--- src/rtl/instr_fetch_sequencer.sv ---
// Fetches a 32-bit instruction as four byte reads (A..A+3), assembled little-endian, returned over valid/ready.
// Optional macro FETCH_MISALIGN_CHECK_EN: misaligned requests fault immediately without memory reads.
module instr_fetch_sequencer #(
    parameter int unsigned DATA_WIDTH        = 8,
    parameter int unsigned ADDRESS_WIDTH     = 32,
    parameter int unsigned INSTRUCTION_WIDTH = 32
) (
    input  logic                         clk,
    input  logic                         rst,
    input  logic                         flush,
    input  logic                         req_valid,
    input  logic [ADDRESS_WIDTH-1:0]     req_addr,
    output logic                         req_ready,
    output logic                         mem_en,
    output logic [ADDRESS_WIDTH-1:0]     mem_addr,
    input  logic [DATA_WIDTH-1:0]        mem_rdata,
    output logic                         rsp_valid,
    output logic [INSTRUCTION_WIDTH-1:0] rsp_instr,
    output logic                         rsp_fault,
    input  logic                         rsp_ready
);
    localparam int unsigned BEAT_W    = 2;
    localparam int unsigned NUM_BEATS = 4;

    typedef enum logic [1:0] {
        IDLE = 2'd0,
        READ = 2'd1,
        RESP = 2'd2
    } state_e;

    state_e                         state_q, state_d;
    logic [BEAT_W-1:0]              beat_q, beat_d;
    logic [ADDRESS_WIDTH-1:0]       base_q, base_d;
    logic [INSTRUCTION_WIDTH-1:0]   asm_q, asm_d;
`ifdef FETCH_MISALIGN_CHECK_EN
    logic                           fault_q, fault_d;
`endif

    // Next-state and datapath updates; flush discards everything in flight.
    always_comb begin
        state_d = state_q;
        beat_d  = beat_q;
        base_d  = base_q;
        asm_d   = asm_q;
`ifdef FETCH_MISALIGN_CHECK_EN
        fault_d = fault_q;
`endif
        if (flush) begin
            state_d = IDLE;
            beat_d  = '0;
            asm_d   = '0;
`ifdef FETCH_MISALIGN_CHECK_EN
            fault_d = 1'b0;
`endif
        end else begin
            case (state_q)
                IDLE: begin
                    if (req_valid) begin
                        base_d  = req_addr;
                        beat_d  = '0;
                        asm_d   = '0;
                        state_d = READ;
`ifdef FETCH_MISALIGN_CHECK_EN
                        fault_d = 1'b0;
                        if (req_addr[1:0] != 2'b00) begin
                            state_d = RESP;
                            fault_d = 1'b1;
                        end
`endif
                    end
                end
                READ: begin
                    for (int unsigned i = 0; i < NUM_BEATS; i++) begin
                        if (beat_q == BEAT_W'(i)) begin
                            asm_d[i*DATA_WIDTH +: DATA_WIDTH] = mem_rdata;
                        end
                    end
                    beat_d = beat_q + BEAT_W'(1);
                    if (beat_q == BEAT_W'(NUM_BEATS - 1)) begin
                        state_d = RESP;
                    end
                end
                RESP: begin
                    if (rsp_ready) begin
                        state_d = IDLE;
`ifdef FETCH_MISALIGN_CHECK_EN
                        fault_d = 1'b0;
`endif
                    end
                end
                default: state_d = IDLE;
            endcase
        end
    end

    always_ff @(posedge clk) begin
        if (rst) begin
            state_q <= IDLE;
            beat_q  <= '0;
            base_q  <= '0;
            asm_q   <= '0;
`ifdef FETCH_MISALIGN_CHECK_EN
            fault_q <= 1'b0;
`endif
        end else begin
            state_q <= state_d;
            beat_q  <= beat_d;
            base_q  <= base_d;
            asm_q   <= asm_d;
`ifdef FETCH_MISALIGN_CHECK_EN
            fault_q <= fault_d;
`endif
        end
    end

    // Outputs decode flops only; no path from req_* or rsp_ready.
    assign req_ready = (state_q == IDLE);
    assign mem_en    = (state_q == READ);
    assign mem_addr  = base_q + ADDRESS_WIDTH'(beat_q);
    assign rsp_valid = (state_q == RESP);
    assign rsp_instr = asm_q;
`ifdef FETCH_MISALIGN_CHECK_EN
    assign rsp_fault = fault_q;
`else
    assign rsp_fault = 1'b0;
`endif

endmodule

--- config.mk ---
export PLATFORM = sky130hd
export DESIGN_NAME = instr_fetch_sequencer
export DESIGN_NICKNAME = d
export VERILOG_FILES = /design/src/rtl/instr_fetch_sequencer.sv
export SDC_FILE = /design/constraint.sdc
export NUM_CORES = 1
export LEC_CHECK = 0
export CAP_MARGIN = 10
export CORE_ASPECT_RATIO = 1.2
export CORE_MARGIN = 2
export CORE_UTILIZATION = 41
export CTS_BUF_LIST = sky130_fd_sc_hd__clkbuf_4 sky130_fd_sc_hd__clkbuf_8 sky130_fd_sc_hd__clkbuf_16
export DETAILED_ROUTE_END_ITERATION = 10
export PLACE_DENSITY_LB_ADDON = 0.2
export SYNTH_ARGS = -nofsm -noshare
export SYNTH_HDL_FRONTEND = slang
export SYNTH_SLANG_ARGS = --single-unit
--- constraint.sdc ---
create_clock -name clk -period 2.4 [get_ports clk]
set_input_delay 0.48 -clock clk [delete_from_list [all_inputs] [get_ports clk]]
set_output_delay 0.48 -clock clk [all_outputs]
set_load 0.01 [all_outputs]
==> results.ini, run 1 <==
[clock_tree]
cts_buffer_depth = 2
clk_pin_slew_ns = 0.07
cts_tree = yes
clock_latency_ns = 0.33
cts-buffers-inserted = 9
cts_max_level = 3
hold_buffers = 0
ctsRootBufferMaster = clkbuf_8
cts_sinks = 68

[min_path]
holdPathStages = 2
hold_class = register to register

[worst_setup_path]
critPathRequiredTime_ns = 1.92
worstPathMaxFanout = 6
worstSetupPathType = register to output pin
rr_worst_depth = 5
cp.arrival_ns = 2.22
crit_path_start_kind = register
endpoint_kind = output pin

[detailed_routing]
vias_per_cell = 5.24
postRouteAntennaNets = 0
drc = 0
drt_iter0_drc = 119
vias = 3372
routed_wl_um = 10100
drtPass1Iterations = 4
drt-wirelength-per-cell_um = 15.6

[finish]
syn_to_final_growth_pct = 59.9
antennaDiodeCount = 0
stdcell_count = 643
drive_gt1_share_pct = 27.6
nets = 599
postLayoutCoreUtil_pct = 66.7

[place]
io_buffers = 111
finalWeightedCongestion = 0.850
dp_hpwl_um = 6800
dp_cells = 610

[grt]
gr-total-overflow = 0
grt_pass1_vias = 3357
grt_max_degree = 37
grt_usage_pct = 23.4
antenna_found_initial = 0
grt_pass1_wl_um = 16000

[floorplan]
die_h_um = 100
initial_core_util_pct = 41.7
io_pins = 113
coreArea_mm2 = 0.00762
fp.dieArea_mm2 = 0.00848
row_count = 35
die_width_um = 84.4

[synth]
yosysTopAreaCell = dfxtp_1
synth_enable_flop_cells = 0
avgSynthCellArea_um2 = 8.20
seq_area_frac_synth_pct = 42.8
yosysTopAreaCellShare_pct = 42.8
ys_async_sr_fraction_pct = 0
netlist_instances = 388
syn_nets = 440
synth-seq-cells = 68
synthTopCellsByArea = dfxtp_1, nand2_1, a32oi_1
ys.flop_type = dfxtp_1
syn-cell-area_mm2 = 0.00318
yosys_warnings = 0
synth_cell_types = 38

[power_and_ir_drop]
leakage_nw = 2.09
cell_internal_pwr_mw = 1.79
power.density_mw_per_mm2 = 471
fin_total_pwr_mw = 2.40
p_sw_share_pct = 25.6
vdd_drop_max_mv = 0.427
seqPwrFrac_pct = 49.4
switchingPower_uw = 613
combPwrFrac_pct = 14.2
power.share.clock_pct = 36.4

[timing]
rsz0062_at_grt = yes
fin_crit_sh_pct = 113
fmax_ghz = 0.370
final_hold_viol_count = 0
worst_slew_pin_slew_ns = 0.666
post-route-min-period_ns = 2.70
setup_violations = 24
tns_ns = -4.84
drv_slew = 0
relSlewSlack_pct = 55.6
fin_skew_ns = 0.00941
holdWs_ns = 0.492
setup_ws_ns = -0.305

[job]
drv_cap = 0

[status]
status = finished, violations left
violations = negative setup slack

through the flow:
step | worst slack [ns] | cell area (um2)
detailed placement | -0.423 | 4650
global placement | -0.359 | 4650
CTS | -0.279 | 5030
finish | -0.305 | 5090
global route | -0.399 | 5090
floorplan | 0.0152 | 3190
registers in the layout, summed over array words and instances, names as in the netlist:
register	count
base_q	32
rsp_instr	32
beat_q	2
state_q	2
layout by cell type (no fill, tap or decap), types with 9 or more instances in the layout:
cell type,netlist,routed
clkdlybuf4s50_1,0,80
nand2_1,78,78
dfxtp_1,68,60
buf_4,1,52
nor2_1,38,35
a21oi_1,34,34
buf_2,5,26
a32oi_1,24,24
xnor2_1,18,17
clkbuf_8,0,12
xor2_1,12,11
buf_6,1,11
inv_1,10,9
a22oi_1,9,9
cell usage after synthesis (2+ instances only):
master,number
nor3_1,5
xnor2_1,18
and4_1,2
and2_1,2
ha_1,6
a32oi_1,24
a21o_1,5
buf_2,5
a22oi_1,9
nand4_1,6
nor4_1,6
dfxtp_1,68
nand2_1,78
nand3_1,9
a21oi_1,34
nand2b_1,4
nor2_1,38
nand4_2,2
xor2_1,12
nor2b_1,3
and3_1,4
inv_1,10
or2_2,5
clkbuf_1,19
layer usage:
layer  vias up  GRT usage [%]  part of all wire (%)
met2       100           41.6                    50
met5         -              0                     0
li1       1651              -                     -
met3        14           6.72                   6.1
met1      1607           26.8                    42
met4         0           8.42                   2.1
power by group through the flow:
stage	registers, mW	logic [mW]	clock network [mW]
5_1_grt	1.19	0.369	0.939
3_3_place_gp	1.20	0.352	0
3_5_place_dp	1.21	0.354	0
4_1_cts	1.18	0.338	0.888
2_1_floorplan	1.21	0.144	0
6_report	1.18	0.341	0.872
path summary, 6_finish.rpt:
kind,endpoint,from,slack (ns)
setup / recovery,mem_addr[14],beat_q[0]$_SDFFE_PP0P_,-0.30
hold / removal,base_q[0]$_SDFFE_PP0P_,base_q[0]$_SDFFE_PP0P_,0.49
setup reg to reg,rsp_instr[31]$_SDFFE_PP0P_,state_q[0]$_SDFFE_PP0P_,0.67
hold reg to reg,base_q[0]$_SDFFE_PP0P_,base_q[0]$_SDFFE_PP0P_,0.49
critical path: stages (launching register included):
cell and delay [ns]:
dfxtp_2 0.35, ha_4 0.14, inv_2 0.03, fa_2 0.33, and4b_2 0.31, buf_6 0.11, nand2b_4 0.10, nor3_4 0.21
xor2_1 0.15, buf_2 0.14
cell families (layout without fill, tap and decap cells):
group / count (synthesis) / count (layout) / synth area share (%)
and+or+nand+nor: 171 / 171 / 25.2
xor gates and xnor gates: 30 / 30 / 8.26
other: 1 / 1 / 0.118
AOI/OAI and AO/OA: 74 / 74 / 15.7
buffers and inverters: 37 / 200 / 4.92
adders and majority gates: 7 / 7 / 2.99
DFF: 68 / 68 / 42.8
cell type report:
cell class | count | area [um2]
clock buffers | 12 | 165
clock inverters | 3 | 21.3
fillers | 619 | 2530
inverters | 10 | 37.5
multi-input cells | 283 | 1870
flip-flops and latches | 68 | 1370
well taps | 92 | 115
repair buffers | 175 | 1510
what timing repair did:
action / 4_1_cts / 5_1_grt
buffers inserted: 12 / 6
gates resized for setup: 152 / 19
pin swaps: 27 / 16
setup endpoints to repair: 31 / 28
Note: power is estimated with default switching activity, not from simulation.
==> run 2: changes to the inputs <==
--- a/config.mk
+++ b/config.mk
@@ -5,11 +5,12 @@
 export SDC_FILE = /design/constraint.sdc
 export NUM_CORES = 1
 export LEC_CHECK = 0
+export ABC_CLOCK_PERIOD_IN_PS = 2400
 export CAP_MARGIN = 10
 export CORE_ASPECT_RATIO = 1.2
 export CORE_MARGIN = 2
-export CORE_UTILIZATION = 41
-export CTS_BUF_LIST = sky130_fd_sc_hd__clkbuf_4 sky130_fd_sc_hd__clkbuf_8 sky130_fd_sc_hd__clkbuf_16
+export CORE_UTILIZATION = 42
+export CTS_BUF_LIST = sky130_fd_sc_hd__clkbuf_8
 export DETAILED_ROUTE_END_ITERATION = 10
 export PLACE_DENSITY_LB_ADDON = 0.2
 export SYNTH_ARGS = -nofsm -noshare
==> results.ini, run 2 (synthesis gave the netlist of run 1 again) <==
[timing]
worst_slew_pin_slew_ns = 0.662  ; was 0.666 ns
fmax_ghz = 0.359  ; was 0.370 GHz
fin_crit_sh_pct = 116  ; was 113%
drv_slew = 0  ; unchanged
setup_violations = 19  ; was 24
fin_skew_ns = 0.0141  ; was 0.00941 ns
holdWs_ns = 0.481  ; was 0.492 ns
rsz0062_at_grt = yes  ; unchanged
post-route-min-period_ns = 2.78  ; was 2.70 ns
final_hold_viol_count = 0  ; unchanged
relSlewSlack_pct = 55.8  ; was 55.6%
setup_ws_ns = -0.384  ; was -0.305 ns
tns_ns = -4.35  ; was -4.84 ns

[finish]
antennaDiodeCount = 0  ; unchanged
stdcell_count = 636  ; was 643
syn_to_final_growth_pct = 62.0  ; was 59.9%
final_cell_mix = clkdlybuf4s50_1, nand2_1, dfxtp_1, buf_4, nor2_1  ; unchanged
drive_gt1_share_pct = 28.2  ; was 27.6%
nets = 593  ; was 599
fin_area_mm2 = 0.00515  ; was 0.00509 mm2
postLayoutCoreUtil_pct = 70.4  ; was 66.7%
final_common_cell = clkdlybuf4s50_1  ; unchanged

[clock_tree]
clk_pin_slew_ns = 0.07  ; about the same
cts_tree = yes  ; unchanged
cts_buffer_depth = 2  ; unchanged
ctsRootBufferMaster = clkbuf_8  ; unchanged
clock_latency_ns = 0.35  ; was 0.33 ns
cts_max_level = 3  ; unchanged
cts_sinks = 68  ; unchanged
cts-buffers-inserted = 9  ; unchanged

[worst_setup_path]
rr_worst_depth = 5  ; unchanged
cpPeakStageDelay_ns = 0.36  ; was 0.35 ns
reg2reg_from = state_q[0]$_SDFFE_PP0P_  ; unchanged
worstSetupPathType = register to output pin  ; unchanged
critPathSlowestCell = dfxtp_2  ; unchanged
worstPathMaxFanout = 4  ; was 6
cp-endpoint = mem_addr[24]  ; was mem_addr[14]
critPathRequiredTime_ns = 1.92  ; about the same
rrSetupSlack_ns = 0.64  ; was 0.67 ns
critPathLaunch = base_q[0]$_SDFFE_PP0P_  ; was beat_q[0]$_SDFFE_PP0P_
r2r-end = rsp_instr[31]$_SDFFE_PP0P_  ; unchanged
cp.arrival_ns = 2.30  ; was 2.22 ns
crit_path_start_kind = register  ; unchanged
path_cells = ha_4 > inv_2 > fa_2 > and4b_2 > buf_6 > and2_4 > nand4_1 > xnor2_1 > buf_2  ; was ha_4 > inv_2 > fa_2 > and4b_2 > buf_6 > nand2b_4 > nor3_4 > xor2_1 > buf_2
endpoint_kind = output pin  ; unchanged

[detailed_routing]
drtPass1Iterations = 4  ; unchanged
drt_iter0_drc = 125  ; was 119
postRouteAntennaNets = 0  ; unchanged
drt-wirelength-per-cell_um = 16.0  ; was 15.6 um
top_layer = met4  ; unchanged
dr_wl_met3_um = 651  ; was 614 um
routed_wl_um = 10200  ; was 10100 um
met2_length_um = 5480  ; was 5060 um
vias = 3398  ; was 3372
wl_met1_um = 3900  ; was 4170 um
vias_per_cell = 5.34  ; was 5.24
drc = 0  ; unchanged

[status]
violations = negative setup slack  ; unchanged
status = finished, violations left  ; unchanged

[power_and_ir_drop]
leakage_nw = 2.22  ; was 2.09 nW
power.density_mw_per_mm2 = 466  ; was 471 mW/mm2
fin_total_pwr_mw = 2.40  ; about the same
vdd_drop_max_mv = 0.367  ; was 0.427 mV

[floorplan]
coreArea_mm2 = 0.00732  ; was 0.00762 mm2
io_pins = 113  ; unchanged
initial_core_util_pct = 43.5  ; was 41.7%
die_h_um = 99.3  ; was 100 um
row_count = 34  ; was 35
fp.dieArea_mm2 = 0.00829  ; was 0.00848 mm2
die_width_um = 83.4  ; was 84.4 um

[place]
dp_cells = 610  ; unchanged
dp_slack_ns = -0.493  ; was -0.423 ns
io_buffers = 111  ; unchanged
placed_area_mm2 = 0.00468  ; was 0.00465 mm2
finalWeightedCongestion = 0.791  ; was 0.850
dp_hpwl_um = 6890  ; was 6800 um

[job]
drv_cap = 0  ; unchanged

[grt]
grt_pass1_wl_um = 15800  ; was 16000 um
grt_max_degree = 37  ; unchanged
grt_usage_pct = 23.3  ; was 23.4%
antenna_found_initial = 0  ; unchanged
grt_pass1_vias = 3356  ; was 3357
gr-total-overflow = 0  ; unchanged

[min_path]
hold_class = register to register  ; unchanged

[run 2: cell count changes in the layout (fill, tap and decap cells not counted), sizes merged]
cell | before | now
dlygate4sd2 | 1 | 3
buf | 90 | 85
clkinvlp | 1 | 2
clkinv | 2 | 1
clkbuf | 14 | 10
clkdlybuf4s15 | 2 | 1
inv | 10 | 13
[run 2: area by class of cell]
class,count,area [um2]
clock buffers,10,138
flip-flops and latches,68,1380
clock inverters,6,46.3
inverters,10,37.5
repair buffers,169,1480
fillers,563,2170
multi-input cells,283,1960
well taps,90,113
[run 2: where the power goes]
group	internal [mW]	leakage, nW	switching, mW
registers	1.16	0.556	0.0264
clock network	0.412	0.0897	0.461
logic	0.172	1.58	0.170
[run 2: routing by layer]
layer,global-route usage [%],vias up
li1,-,1639
met1,26.6,1625
met2,43.0,122
met3,5.23,12
met4,7.69,0
met5,0,-
[run 2: critical path, delay by kind of cell (launching register included)]
family                   cells  cell delay [ns]
flip-flops                   1             0.36
XOR/XNOR                     1             0.18
buffers and inverters        3             0.31
adder cells (fa/ha/maj)      2             0.50
AND/OR/NAND/NOR              3             0.62
[run 2: worst min path at each step]
stage	slack, ns	from	end	cells after the start
after global placement	0.45	base_q[0]$_SDFFE_PP0P_	base_q[0]$_SDFFE_PP0P_	2
after CTS	0.48	base_q[31]$_SDFFE_PP0P_	base_q[31]$_SDFFE_PP0P_	2
final	0.48	base_q[31]$_SDFFE_PP0P_	base_q[31]$_SDFFE_PP0P_	2
after detailed placement	0.46	base_q[0]$_SDFFE_PP0P_	base_q[0]$_SDFFE_PP0P_	2
after global routing	0.49	base_q[0]$_SDFFE_PP0P_	base_q[0]$_SDFFE_PP0P_	2
after floorplan	0.44	base_q[0]$_SDFFE_PP0P_	base_q[0]$_SDFFE_PP0P_	2
[run 2: repair_timing]
item	CTS	global route
hold buffers	0	0
pin swaps	29	28
cloned	1	1
resized for setup	167	24
endpoints found under the setup margin	31	28
setup buffers	4	7
hold endpoints to repair	0	0
==> run 3: changes to the inputs <==
--- a/config.mk
+++ b/config.mk
@@ -8,7 +8,6 @@
 export ABC_CLOCK_PERIOD_IN_PS = 2400
 export CAP_MARGIN = 10
 export CORE_ASPECT_RATIO = 1.2
-export CORE_MARGIN = 2
 export CORE_UTILIZATION = 42
 export CTS_BUF_LIST = sky130_fd_sc_hd__clkbuf_8
 export DETAILED_ROUTE_END_ITERATION = 10
==> results.ini, run 3 (synthesis gave the netlist of run 1 again) <==
[clock_tree]
cts_sinks = 68  ; unchanged
cts_max_level = 3  ; unchanged
cts_buffer_depth = 2  ; unchanged
ctsRootBufferMaster = clkbuf_8  ; unchanged
clock_latency_ns = 0.35  ; about the same
cts-buffers-inserted = 9  ; unchanged
clk_pin_slew_ns = 0.07  ; about the same
cts_tree = yes  ; unchanged

[detailed_routing]
drt_iter0_drc = 152  ; was 125
drtPass1Iterations = 4  ; unchanged
drt-wirelength-per-cell_um = 16.6  ; was 16.0 um
vias_per_cell = 5.39  ; was 5.34
vias = 3445  ; was 3398
drc = 0  ; unchanged
postRouteAntennaNets = 0  ; unchanged
routed_wl_um = 10600  ; was 10200 um

[finish]
postLayoutCoreUtil_pct = 71.7  ; was 70.4%
nets = 596  ; was 593
drive_gt1_share_pct = 29.3  ; was 28.2%
final_common_cell = clkdlybuf4s50_1  ; unchanged
antennaDiodeCount = 0  ; unchanged
syn_to_final_growth_pct = 63.9  ; was 62.0%
final_cell_mix = clkdlybuf4s50_1, nand2_1, dfxtp_1, buf_4, nor2_1  ; unchanged

[place]
dp_hpwl_um = 6600  ; was 6890 um
io_buffers = 111  ; unchanged
dp_slack_ns = -0.416  ; was -0.493 ns
finalWeightedCongestion = 0.864  ; was 0.791

[status]
violations = negative setup slack  ; unchanged
status = finished, violations left  ; unchanged

[timing]
fin_crit_sh_pct = 117  ; was 116%
rsz0062_at_grt = yes  ; unchanged
post-route-min-period_ns = 2.80  ; was 2.78 ns
final_hold_viol_count = 0  ; unchanged
fin_skew_ns = 0.0111  ; was 0.0141 ns
fmax_ghz = 0.357  ; was 0.359 GHz
setup_ws_ns = -0.402  ; was -0.384 ns
worst_slew_pin_slew_ns = 0.667  ; was 0.662 ns
setup_violations = 25  ; was 19
drv_slew = 0  ; unchanged
relSlewSlack_pct = 55.5  ; was 55.8%

[power_and_ir_drop]
vdd_drop_max_mv = 0.352  ; was 0.367 mV
fin_total_pwr_mw = 2.51  ; was 2.40 mW
combPwrFrac_pct = 13.4  ; was 14.3%
cell_internal_pwr_mw = 1.87  ; was 1.74 mW
power.density_mw_per_mm2 = 482  ; was 466 mW/mm2
power.share.clock_pct = 39.4  ; was 36.4%
switchingPower_uw = 646  ; was 658 uW
seqPwrFrac_pct = 47.2  ; was 49.3%
leakage_nw = 2.29  ; was 2.22 nW
p_sw_share_pct = 25.7  ; was 27.4%

[worst_setup_path]
cp.arrival_ns = 2.32  ; was 2.30 ns
worstSetupPathType = register to output pin  ; unchanged
critPathRequiredTime_ns = 1.92  ; about the same
crit_path_start_kind = register  ; unchanged
endpoint_kind = output pin  ; unchanged
worstPathMaxFanout = 6  ; was 4
rr_worst_depth = 5  ; unchanged

[floorplan]
initial_core_util_pct = 43.7  ; was 43.5%
fp.dieArea_mm2 = 0.00793  ; was 0.00829 mm2
die_h_um = 97.3  ; was 99.3 um
coreArea_mm2 = 0.00727  ; was 0.00732 mm2
die_width_um = 81.4  ; was 83.4 um
io_pins = 113  ; unchanged
row_count = 34  ; unchanged

[job]
drv_cap = 0  ; unchanged

[grt]
antenna_found_initial = 0  ; unchanged
grt_pass1_vias = 3301  ; was 3356
gr-total-overflow = 0  ; unchanged
grt_max_degree = 37  ; unchanged
grt_usage_pct = 26.5  ; was 23.3%
grt_pass1_wl_um = 16000  ; was 15800 um

[min_path]
holdPathStages = 2  ; unchanged
hold_class = register to register  ; unchanged

[run 3: changes by cell type in the layout (fill, tap and decap cells not counted), sizes merged]
cell	delta
clkbuf	+4
clkdlybuf4s15	-1
dlygate4sd2	-3
buf	+3
dlymetal6s2s	+1
inv	-2
bufinv	+1
[run 3: worst paths after layout]
path | start | to | slack (ns)
hold / removal | base_q[31]$_SDFFE_PP0P_ | base_q[31]$_SDFFE_PP0P_ | 0.48
hold reg to reg | base_q[31]$_SDFFE_PP0P_ | base_q[31]$_SDFFE_PP0P_ | 0.48
setup reg to reg | state_q[0]$_SDFFE_PP0P_ | rsp_instr[24]$_SDFFE_PP0P_ | 0.66
setup / recovery | beat_q[0]$_SDFFE_PP0P_ | mem_addr[16] | -0.40
[run 3: stage by stage]
| stage | cells | TNS [ns] | cell area [um2] | hold slack (ns) |
|---|---|---|---|---|
| 2_1_floorplan | 388 | 0 | 3190 | 0.440 |
| 3_3_place_gp | 607 | -7.01 | 4640 | 0.453 |
| 3_5_place_dp | 607 | -8.03 | 4640 | 0.466 |
| 4_1_cts | 630 | -5.44 | 5080 | 0.478 |
| 5_1_grt | 639 | -7.92 | 5210 | 0.501 |
| 6_report | 639 | -5.58 | 5210 | 0.484 |
[run 3: area by class of cell]
class                           instances  area, um2
Fill cell                             532       2060
Timing Repair Buffer                  172       1500
Multi-Input combinational cell        283       1980
Inverter                               10       37.5
Clock inverter                          5       58.8
Tap cell                               90        113
Sequential cell                        68       1370
Clock buffer                           11        151
[run 3: critical path, stage by stage, from the launching register on]
cell      delay (ns)
dfxtp_2         0.36
ha_4            0.14
inv_2           0.03
fa_2            0.33
and4b_2         0.35
buf_6           0.12
nand2b_4        0.11
nor3_4          0.20
xor2_1          0.17
buf_2           0.16
[run 3: repair_timing]
| action | CTS | global route |
|---|---|---|
| endpoints found under the setup margin | 31 | 30 |
| gates cloned | 1 | 1 |
| setup buffers | 6 | 9 |
| hold buffers | 0 | 0 |
| pin swaps | 25 | 30 |
| gates resized for setup | 172 | 27 |
[run 3: metal layers]
layer	GRT usage, %	part of all wire, %	vias up
met5	0	0	-
met3	7.61	5.6	24
li1	-	-	1644
met2	44.0	52	126
met4	12.5	2.8	0
met1	30.4	40	1651
[run 3: power by group through the flow]
stage	clock, mW	combinational, mW	sequential (mW)
after detailed placement	0	0.346	1.21
after global placement	0	0.343	1.20
after global routing	1.07	0.365	1.19
final	0.989	0.337	1.19
after floorplan	0	0.144	1.21
after CTS	1.01	0.331	1.18
